[src/rtl/vga_timing_src.sv]
// 640x480@60 VGA timing source with registered sync/position/strobe outputs and a packed pixel byte.
// Define VGA_PATTERN_EN to build the latched 2-bit test pattern generator; otherwise colour bits are 0.
module vga_timing_src #(
  parameter int H_ACTIVE = 640,
  parameter int H_FRONT  = 16,
  parameter int H_SYNC   = 96,
  parameter int H_BACK   = 48,
  parameter int V_ACTIVE = 480,
  parameter int V_FRONT  = 10,
  parameter int V_SYNC   = 2,
  parameter int V_BACK   = 33,
  parameter int SYNC_NEG = 1
) (
  input  logic       clk,
  input  logic       rst_n,
  input  logic       ena,
  input  logic [1:0] pattern_sel,
  output logic       hsync,
  output logic       vsync,
  output logic       display_on,
  output logic [9:0] hpos,
  output logic [9:0] vpos,
  output logic [7:0] frame_cnt,
  output logic       line_start,
  output logic       frame_start,
  output logic [7:0] pix_byte
);

  localparam int H_TOTAL = H_ACTIVE + H_FRONT + H_SYNC + H_BACK;
  localparam int V_TOTAL = V_ACTIVE + V_FRONT + V_SYNC + V_BACK;

  localparam logic [9:0] H_LAST = 10'(H_TOTAL - 1);
  localparam logic [9:0] V_LAST = 10'(V_TOTAL - 1);
  localparam logic [9:0] H_VIS  = 10'(H_ACTIVE);
  localparam logic [9:0] V_VIS  = 10'(V_ACTIVE);
  localparam logic [9:0] HS_BEG = 10'(H_ACTIVE + H_FRONT);
  localparam logic [9:0] HS_END = 10'(H_ACTIVE + H_FRONT + H_SYNC);
  localparam logic [9:0] VS_BEG = 10'(V_ACTIVE + V_FRONT);
  localparam logic [9:0] VS_END = 10'(V_ACTIVE + V_FRONT + V_SYNC);
  localparam logic       SYNC_IDLE = (SYNC_NEG != 0);

  typedef enum logic {
    ST_PRESTART,
    ST_RUN
  } state_t;

  state_t     state_q, state_d;
  logic [9:0] h_d, v_d;
  logic [7:0] f_d;
  logic       load;
  logic       hs_act, vs_act, disp_d;
  logic [1:0] r_d, g_d, b_d;

  // The first enabled edge out of pre-start loads (0,0) without advancing.
  always_comb begin
    state_d = state_q;
    h_d     = hpos;
    v_d     = vpos;
    f_d     = frame_cnt;
    load    = 1'b0;
    if (ena) begin
      load    = 1'b1;
      state_d = ST_RUN;
      if (state_q == ST_RUN) begin
        if (hpos == H_LAST) begin
          h_d = '0;
          if (vpos == V_LAST) begin
            v_d = '0;
            f_d = frame_cnt + 8'd1;
          end else begin
            v_d = vpos + 10'd1;
          end
        end else begin
          h_d = hpos + 10'd1;
        end
      end
    end
  end

  always_comb begin
    hs_act = (h_d >= HS_BEG) && (h_d < HS_END);
    vs_act = (v_d >= VS_BEG) && (v_d < VS_END);
    disp_d = (h_d < H_VIS) && (v_d < V_VIS);
  end

`ifdef VGA_PATTERN_EN
  logic [1:0] pat_q, pat_d;
  logic [6:0] bar_px_q, bar_px_d;
  logic [2:0] bar_k_q, bar_k_d;

  // Bar index tracks the upcoming position; it only ever steps by one pixel when not at hpos 0.
  always_comb begin
    pat_d    = pat_q;
    bar_px_d = bar_px_q;
    bar_k_d  = bar_k_q;
    if (load) begin
      if (h_d == 10'd0) begin
        bar_px_d = '0;
        bar_k_d  = '0;
        if (v_d == 10'd0) begin
          pat_d = pattern_sel;
        end
      end else if (bar_px_q == 7'd79) begin
        bar_px_d = '0;
        bar_k_d  = bar_k_q + 3'd1;
      end else begin
        bar_px_d = bar_px_q + 7'd1;
      end
    end
  end

  always_comb begin
    r_d = '0;
    g_d = '0;
    b_d = '0;
    if (disp_d) begin
      case (pat_d)
        2'd1: begin
          r_d = {2{bar_k_d[2]}};
          g_d = {2{bar_k_d[1]}};
          b_d = {2{bar_k_d[0]}};
        end
        2'd2: begin
          r_d = {2{h_d[5] ^ v_d[5]}};
          g_d = {2{h_d[5] ^ v_d[5]}};
          b_d = {2{h_d[5] ^ v_d[5]}};
        end
        2'd3: begin
          r_d = 2'((h_d[7:0] + f_d) >> 6);
          g_d = v_d[7:6];
          b_d = f_d[7:6];
        end
        default: begin
          r_d = '0;
          g_d = '0;
          b_d = '0;
        end
      endcase
    end
  end

  always_ff @(posedge clk or negedge rst_n) begin
    if (!rst_n) begin
      pat_q    <= '0;
      bar_px_q <= '0;
      bar_k_q  <= '0;
    end else begin
      pat_q    <= pat_d;
      bar_px_q <= bar_px_d;
      bar_k_q  <= bar_k_d;
    end
  end
`else
  logic unused_pattern_sel;
  assign unused_pattern_sel = ^pattern_sel;
  assign r_d = '0;
  assign g_d = '0;
  assign b_d = '0;
`endif

  // Every output is decoded from the next position so all of them describe the same pixel.
  always_ff @(posedge clk or negedge rst_n) begin
    if (!rst_n) begin
      state_q     <= ST_PRESTART;
      hpos        <= '0;
      vpos        <= '0;
      frame_cnt   <= '0;
      hsync       <= SYNC_IDLE;
      vsync       <= SYNC_IDLE;
      display_on  <= 1'b0;
      line_start  <= 1'b0;
      frame_start <= 1'b0;
      pix_byte    <= {3'b000, SYNC_IDLE, 3'b000, SYNC_IDLE};
    end else begin
      state_q   <= state_d;
      hpos      <= h_d;
      vpos      <= v_d;
      frame_cnt <= f_d;
      if (load) begin
        hsync       <= SYNC_IDLE ^ hs_act;
        vsync       <= SYNC_IDLE ^ vs_act;
        display_on  <= disp_d;
        line_start  <= (h_d == 10'd0);
        frame_start <= (h_d == 10'd0) && (v_d == 10'd0);
        pix_byte    <= {r_d[1], g_d[1], b_d[1], SYNC_IDLE ^ vs_act,
                        r_d[0], g_d[0], b_d[0], SYNC_IDLE ^ hs_act};
      end
    end
  end

endmodule
[config.mk]
export PLATFORM = sky130hd
export DESIGN_NAME = vga_timing_src
export DESIGN_NICKNAME = d
export VERILOG_FILES = /design/src/rtl/vga_timing_src.sv
export SDC_FILE = /design/constraint.sdc
export NUM_CORES = 1
export LEC_CHECK = 0
export CORE_MARGIN = 4
export CORE_UTILIZATION = 54
export DETAILED_ROUTE_END_ITERATION = 10
export PLACE_DENSITY = 0.85
export SYNTH_ARGS = -nofsm -noshare
export SYNTH_HDL_FRONTEND = slang
export SYNTH_SLANG_ARGS = --single-unit
[constraint.sdc]
create_clock -name clk -period 3.96 [get_ports clk]
set_input_delay 1.188 -clock clk [delete_from_list [all_inputs] [get_ports clk]]
set_output_delay 1.188 -clock clk [all_outputs]
set_load 0.005 [all_outputs]
# After elaboration in Yosys (flattened, before gate mapping)
# Cells that the tools add are included.
# W data, S select, Z words.
# totals
ff_bits	36
in_bits	5
output_inout_bits	41
elab_cells	38
# classes
n_addsub	3
order_cmp	6
n_eq_ne	2
muxes	8
bitwise	2
reduce_logical	7
# ops
cell	n
$mux W10	7
$add A10 B1 Y10 const B	2
$eq A10 B10 Y1 const B	2
$logic_not A10 Y1	2
$lt A10 B10 Y1 const B	2
$lt A10 B9 Y1 const B	2
$ge A10 B10 Y1 const B	1
$ge A10 B9 Y1 const B	1
$add A8 B1 Y8 const B	1
$logic_and A1 B1 Y1	4
$reduce_and A4 Y1	1
$not A1 Y1	2
$mux W1	1

# Longest topological paths before layout
# Gate-level depths: netlist of the first run.
# logic_depth
word_depth	8
mapped_depth	9

# Least setup slack after synthesis of the first run
# No wires, ideal clock.
# synth_timing
path_type	in2reg
startpoint	in ena
endpoint	reg frame_start
setup_ns	0.095
arrival_ns	2.977
t_required_ns	3.865
path_slack_ns	0.887
path_stages	8
path_buffers	2
path_cell_list	buf_2 nand3_2 or4_4 buf_6 o21ai_2 nand2_1 or4_1 o32ai_2
# synth_between
elab_chain_len	3
# synth_lines
element	line	source
from (decl)	16	input logic ena,
$mux W10	61	if (ena) begin
$logic_not A10 Y1	184	frame_start <= (h_d == 10'd0) && (v_d == 10'd0);
$logic_and A1 B1 Y1	184	
to (signal assigned)	184	
to (decl)	25	output logic frame_start,
# Several ways; a longest one is shown, not always the timed one.
# A chain may end at the register's enable or synchronous reset.

# Final worst setup path of the first run
# Ends and elaborated chain as after synthesis.

==> metrics, run 1 <==
number of routed nets with antenna violations=0; PwrDens=351 nW/um^2; outcome=finished, final reports clean; I/O pins=46; critical path launch point type=input pin; Hold Violations, Final=0; synth unique cells=56; die height=70.1 microns; Synth Flop Type=dfrtp_1; DRT Pass-1 Iters=4; Synth area leaders=dfrtp_1 (38%), xnor2_1 (5.0%), nand3_1 (3.4%); Placed Cells=299; synth warn=0; vias in the first global route=1539; Residual DRC=0; nets=267; worst skew pair latency=0.29 ns; drt wl/cell=14.6 microns; crit end category=flop; CP required=4.15 ns; critical path start-end classification=input pin to flop; final standard cell area without fillers=2530 sq um; first-pass GRT wire length=7530 microns; Die Wd=70.1 microns; I/O Buffers=37; worst vdd ir=0.275 mV; Post-synth EDFFs=0; Worst EP arrival=3.68 ns; setup bufs post-CTS=0; max frequency=286 MHz; Final Max Tran Viols=0; FF+latch count, synth=34; unrepaired setup endpoints after global routing=false; Final setup viols=0; Slew @ Worst Pin=0.586 ns; Core ar.=3690 sq um; max cap viols=0; most common cell after layout, fill and taps aside=clkdlybuf4s50_1; min cycle time layout=3.49 ns; ant diodes=0; grt total ovfl=0; Syn Std Cell Area=2080 sq um; Post-synth ARST share=1.00; H-Tree Depth=2; fin crit share=0.882; Num CTS Buffers=5; die area=4920 sq um; CP Max Fanout=10; CTS Buffer Depth=2; post-synthesis sequential area ratio=0.409; initial antenna violation count=0; via density per instance=5.97; DPL Wire Length=3330 microns; DR vias=1834; Mapped Cells=226; Starting Density=0.565; Leak Pwr=1.09 nW; share of layout cells above drive strength 1=0.0965; GP Congestion=0.904; Rel. slew slack=0.606; Yosys top cell by area=dfrtp_1; Clock Root Buffer=clkbuf_8; Rows=22; clock sink total=34; Hold WC Path Type=flop to flop; Synth top area share=0.384; Worst-path clk slew=0.06 ns; Final Non-Filler Cells=307; routed wire length=4490 microns; CTS tree=yes; final setup TNS=0 ns; Post-CTS Hold Buffers=0; Mean Syn Cell Area=9.22 sq um; post-cts resize count=0; Clock Skews=0.00923 ns; all-layer global routing usage=0.188; DRT iter0 DRCs=158; most frequent cells in the layout=clkdlybuf4s50_1 (37), dfrtp_1 (32), nand2_1 (17), inv_1 (15), nand3_1 (14); Area Overhead vs Synth=21.5%; largest net degree at the start of global routing=35; Post-DP Area=2440 sq um
metrics by stage:
stage	hold slack, ns	util	power (mW)	setup slack (ns)
final	0.466	0.687	0.889	0.467
after global routing	0.495	0.687	0.936	0.327
after CTS	0.475	0.687	0.896	0.548
after detailed placement	0.462	0.662	0.634	0.268
after global placement	0.461	0.662	0.631	0.262
after floorplan	0.468	-	0.552	0.887
synth_stat cells, drive strengths merged (3+ instances only):
cell / instances
nor4: 8
nor2: 12
nand3: 16
and3: 5
clkbuf: 8
a21oi: 8
nand2: 17
nand4: 6
xor2: 4
o21ai: 11
xnor2: 12
a31oi: 5
or4: 4
nor3: 3
buf: 13
inv: 15
ha: 4
dfrtp: 32
a41o: 3
layer usage:
layer | GRT usage | vias to the layer above | part of all wire
met5 | 0 | - | 0
met4 | 0.0596 | 0 | 0.011
met3 | 0.0417 | 5 | 0.077
met2 | 0.256 | 87 | 0.44
met1 | 0.291 | 859 | 0.48
li1 | - | 883 | -
critical path, stage by stage:
cell and delay (ns):
clkdlybuf4s50_1 0.51, nand3_2 0.14, nor4_1 0.54, buf_4 0.28
o21ai_0 0.13, a221oi_1 0.47, nand3b_1 0.16, o32ai_2 0.26
power by group:
group | total (mW) | switching (mW) | leakage, nW | internal, mW
Combinational | 0.198 | 0.0915 | 0.617 | 0.106
Clock | 0.259 | 0.119 | 0.0482 | 0.140
Sequential | 0.432 | 0.0573 | 0.428 | 0.374
Total | 0.889 | 0.268 | 1.09 | 0.621
flip-flops by register name, indices dropped and copies added, names as in the netlist:
register	flops
display_on	1
frame_cnt	8
pix_byte	1
line_start	1
vsync	1
state_q	1
frame_start	1
hpos	10
vpos	10
path summary, 6_finish.rpt:
path | slack, ns | from | cells past startpoint | endpoint
setup / recovery | 0.47 | ena | 8 | frame_start$_DFFE_PN0P_
hold / removal | 0.47 | frame_cnt[7]$_DFFE_PN0P_ | 1 | frame_cnt[7]$_DFFE_PN0P_
setup reg to reg | 1.10 | hpos[0]$_DFF_PN0_ | 8 | frame_start$_DFFE_PN0P_
hold reg to reg | 0.47 | frame_cnt[7]$_DFFE_PN0P_ | 1 | frame_cnt[7]$_DFFE_PN0P_
max in group asynchronous | 2.32 | rst_n | 2 | vsync$_DFFE_PN1P_
min in group asynchronous | 1.31 | rst_n | 2 | hpos[6]$_DFF_PN0_
final cells by class:
class                      count  area [sq um]
timing repair buffer          41           400
inverter                      15          56.3
clock buffer                   7          86.3
multi-input combinational    161          1070
sequential                    34           853
clock inverter                 1          5.00
tap                           48          60.1
fill                         318          1150
logic make-up after synthesis:
family	after synthesis	share of synthesized area
compound gates	45	0.155
xor+xnor	16	0.0672
fa+ha+maj	4	0.0240
buf+inv	36	0.0852
flops	34	0.409
mux	2	0.0102
other cells	1	0.00180
simple gates	88	0.247
No activity file was read; power rests on OpenSTA's default activity.
==> inputs of run 2 (changes only) <==
--- a/config.mk
+++ b/config.mk
@@ -6,4 +6,6 @@
 export NUM_CORES = 1
 export LEC_CHECK = 0
+export CAP_MARGIN = 10
+export CORE_ASPECT_RATIO = 0.6
 export CORE_MARGIN = 4
 export CORE_UTILIZATION = 54
==> constraint.sdc (replaced) <==
create_clock -name clk -period 3.96 [get_ports clk]
set_input_delay 0.396 -clock clk [delete_from_list [all_inputs] [get_ports clk]]
set_output_delay 0.396 -clock clk [all_outputs]
set_load 0.005 [all_outputs]
==> run 2 against run 1 <==
Sequential share of layout area rose by 0.067 points. Largest cell class unchanged. Cell area fell by 0.20%. Clock-buffer cell count shrank 1. Worst setup slack better by 0.62 ns. Clock skew fell by 0.0066 ns. Register-to-register slack hardly changed.
==> metrics, run 2 (synthesis gave the netlist of run 1 again) <==
largest net degree at the start of global routing=35; Final Max Tran Viols=0; fin crit share=0.724; crit end category=flop; Starting Density=0.563; Cell Int Power=0.620 mW; Area Overhead vs Synth=21.3%; Slew @ Worst Pin=0.550 ns; final setup TNS=0 ns; clock sink total=34; CTS Buffer Depth=2; critical path start-end classification=flop to flop; drt wl/cell=16.4 microns; Hold Violations, Final=0; DPL Wire Length=3590 microns; most frequent cells in the layout=clkdlybuf4s50_1 (37), dfrtp_1 (32), nand2_1 (17), inv_1 (15), nand3_1 (14); Rows=17; PwrDens=360 nW/um^2; family with the most delay on the worst path=simple AND/OR/NAND/NOR gates; critical path's slowest cell=or4_4; Worst EP arrival=3.04 ns; most common cell after layout, fill and taps aside=clkdlybuf4s50_1; Worst-path clk slew=0.07 ns; sequential share of power=0.477; max cap viols=0; DRT Pass-1 Iters=5; I/O Buffers=37; all-layer global routing usage=0.213; Clock Skews=0.00258 ns; Num CTS Buffers=5; Regs by FF count=hpos x10, vpos x10, frame_cnt x8; Clock power frac=0.302; share of layout cells above drive strength 1=0.0969; Final setup viols=0; CP bufs+invs=0; routed wire length=5010 microns; GP Congestion=0.890; first-pass GRT wire length=8180 microns; Post-CTS Hold Buffers=0; nets=266; CTS tree=yes; Switching Share=0.319; outcome=finished, final reports clean; setup bufs post-CTS=0; DRT iter0 DRCs=191; max frequency=349 MHz; critical path launch point type=flop; initial antenna violation count=0; Die Wd=88.2 microns; Rel. slew slack=0.628; via density per instance=6.10; crit-path max cell delay=0.62 ns; die area=4950 sq um; Core ar.=3700 sq um; Residual DRC=0; post-cts resize count=0; grt total ovfl=0; H-Tree Depth=2; CP Max Fanout=12; unrepaired setup endpoints after global routing=false; Leak Pwr=1.09 nW; combinational fraction of design power=0.220; worst vdd ir=0.256 mV; DR vias=1861; Hold WC Path Type=flop to flop; Hold WS=0.480 ns; min cycle time layout=2.87 ns; ant diodes=0; I/O pins=46; Clock Root Buffer=clkbuf_8; number of routed nets with antenna violations=0; worst skew pair latency=0.29 ns; CP required=4.13 ns; die height=56.1 microns; worst-path cell chain=ha_1 -> nand3_2 -> or4_4 -> or3_1 -> xor2_1 -> nor4_1 -> o41ai_1; sw power=0.290 mW; vias in the first global route=1597
-- run 2: cell types whose count changed in the layout (fill, tap and decap cells not counted), sizes merged --
cell | previous run | this run
buf | 4 | 3
clkbuf | 7 | 6
clkinvlp | 0 | 1
-- run 2: final timing paths --
| path | start | to | slack, ns | depth (start not counted) |
|---|---|---|---|---|
| min | frame_cnt[7]$_DFFE_PN0P_ | frame_cnt[7]$_DFFE_PN0P_ | 0.48 | 1 |
| max in group asynchronous | rst_n | pix_byte[0]$_DFFE_PN1P_ | 3.12 | 2 |
| min in group asynchronous | rst_n | frame_cnt[4]$_DFFE_PN0P_ | 0.51 | 2 |
| min reg2reg | frame_cnt[7]$_DFFE_PN0P_ | frame_cnt[7]$_DFFE_PN0P_ | 0.48 | 1 |
| max | hpos[1]$_DFF_PN0_ | display_on$_DFFE_PN0P_ | 1.09 | 7 |
| max reg2reg | hpos[1]$_DFF_PN0_ | display_on$_DFFE_PN0P_ | 1.09 | 7 |
-- run 2: area by class of cell --
type | count | area, sq um
well taps | 47 | 58.8
fillers | 301 | 1170
repair buffers | 40 | 393
multi-input cells | 161 | 1070
clock buffers | 6 | 82.6
flip-flops and latches | 34 | 853
clock inverters | 2 | 12.5
inverters | 15 | 56.3
-- run 2: power by group through the flow --
stage | clock (mW) | combinational (mW) | sequential [mW]
6_report | 0.275 | 0.201 | 0.434
2_1_floorplan | 0 | 0.131 | 0.421
3_5_place_dp | 0 | 0.198 | 0.439
5_1_grt | 0.294 | 0.219 | 0.443
3_3_place_gp | 0 | 0.196 | 0.437
4_1_cts | 0.280 | 0.200 | 0.433
-- run 2: per-layer routing --
metal / up-vias / part of all wire / global-route usage
li1: 882 / - / -
met1: 887 / 0.51 / 0.352
met2: 85 / 0.39 / 0.256
met3: 7 / 0.087 / 0.0710
met4: 0 / 0.012 / 0.0517
met5: - / 0 / 0
-- run 2: through the flow --
step / power, mW / utilization / worst slack, ns / instances / instance area (sq um)
after global placement: 0.633 / 0.658 / 1.06 / 297 / 2430
after CTS: 0.912 / 0.683 / 1.16 / 305 / 2530
after global routing: 0.956 / 0.683 / 0.915 / 305 / 2530
final: 0.910 / 0.683 / 1.09 / 305 / 2530
after floorplan: 0.552 / - / 1.55 / 231 / 2100
after detailed placement: 0.637 / 0.658 / 1.04 / 297 / 2430
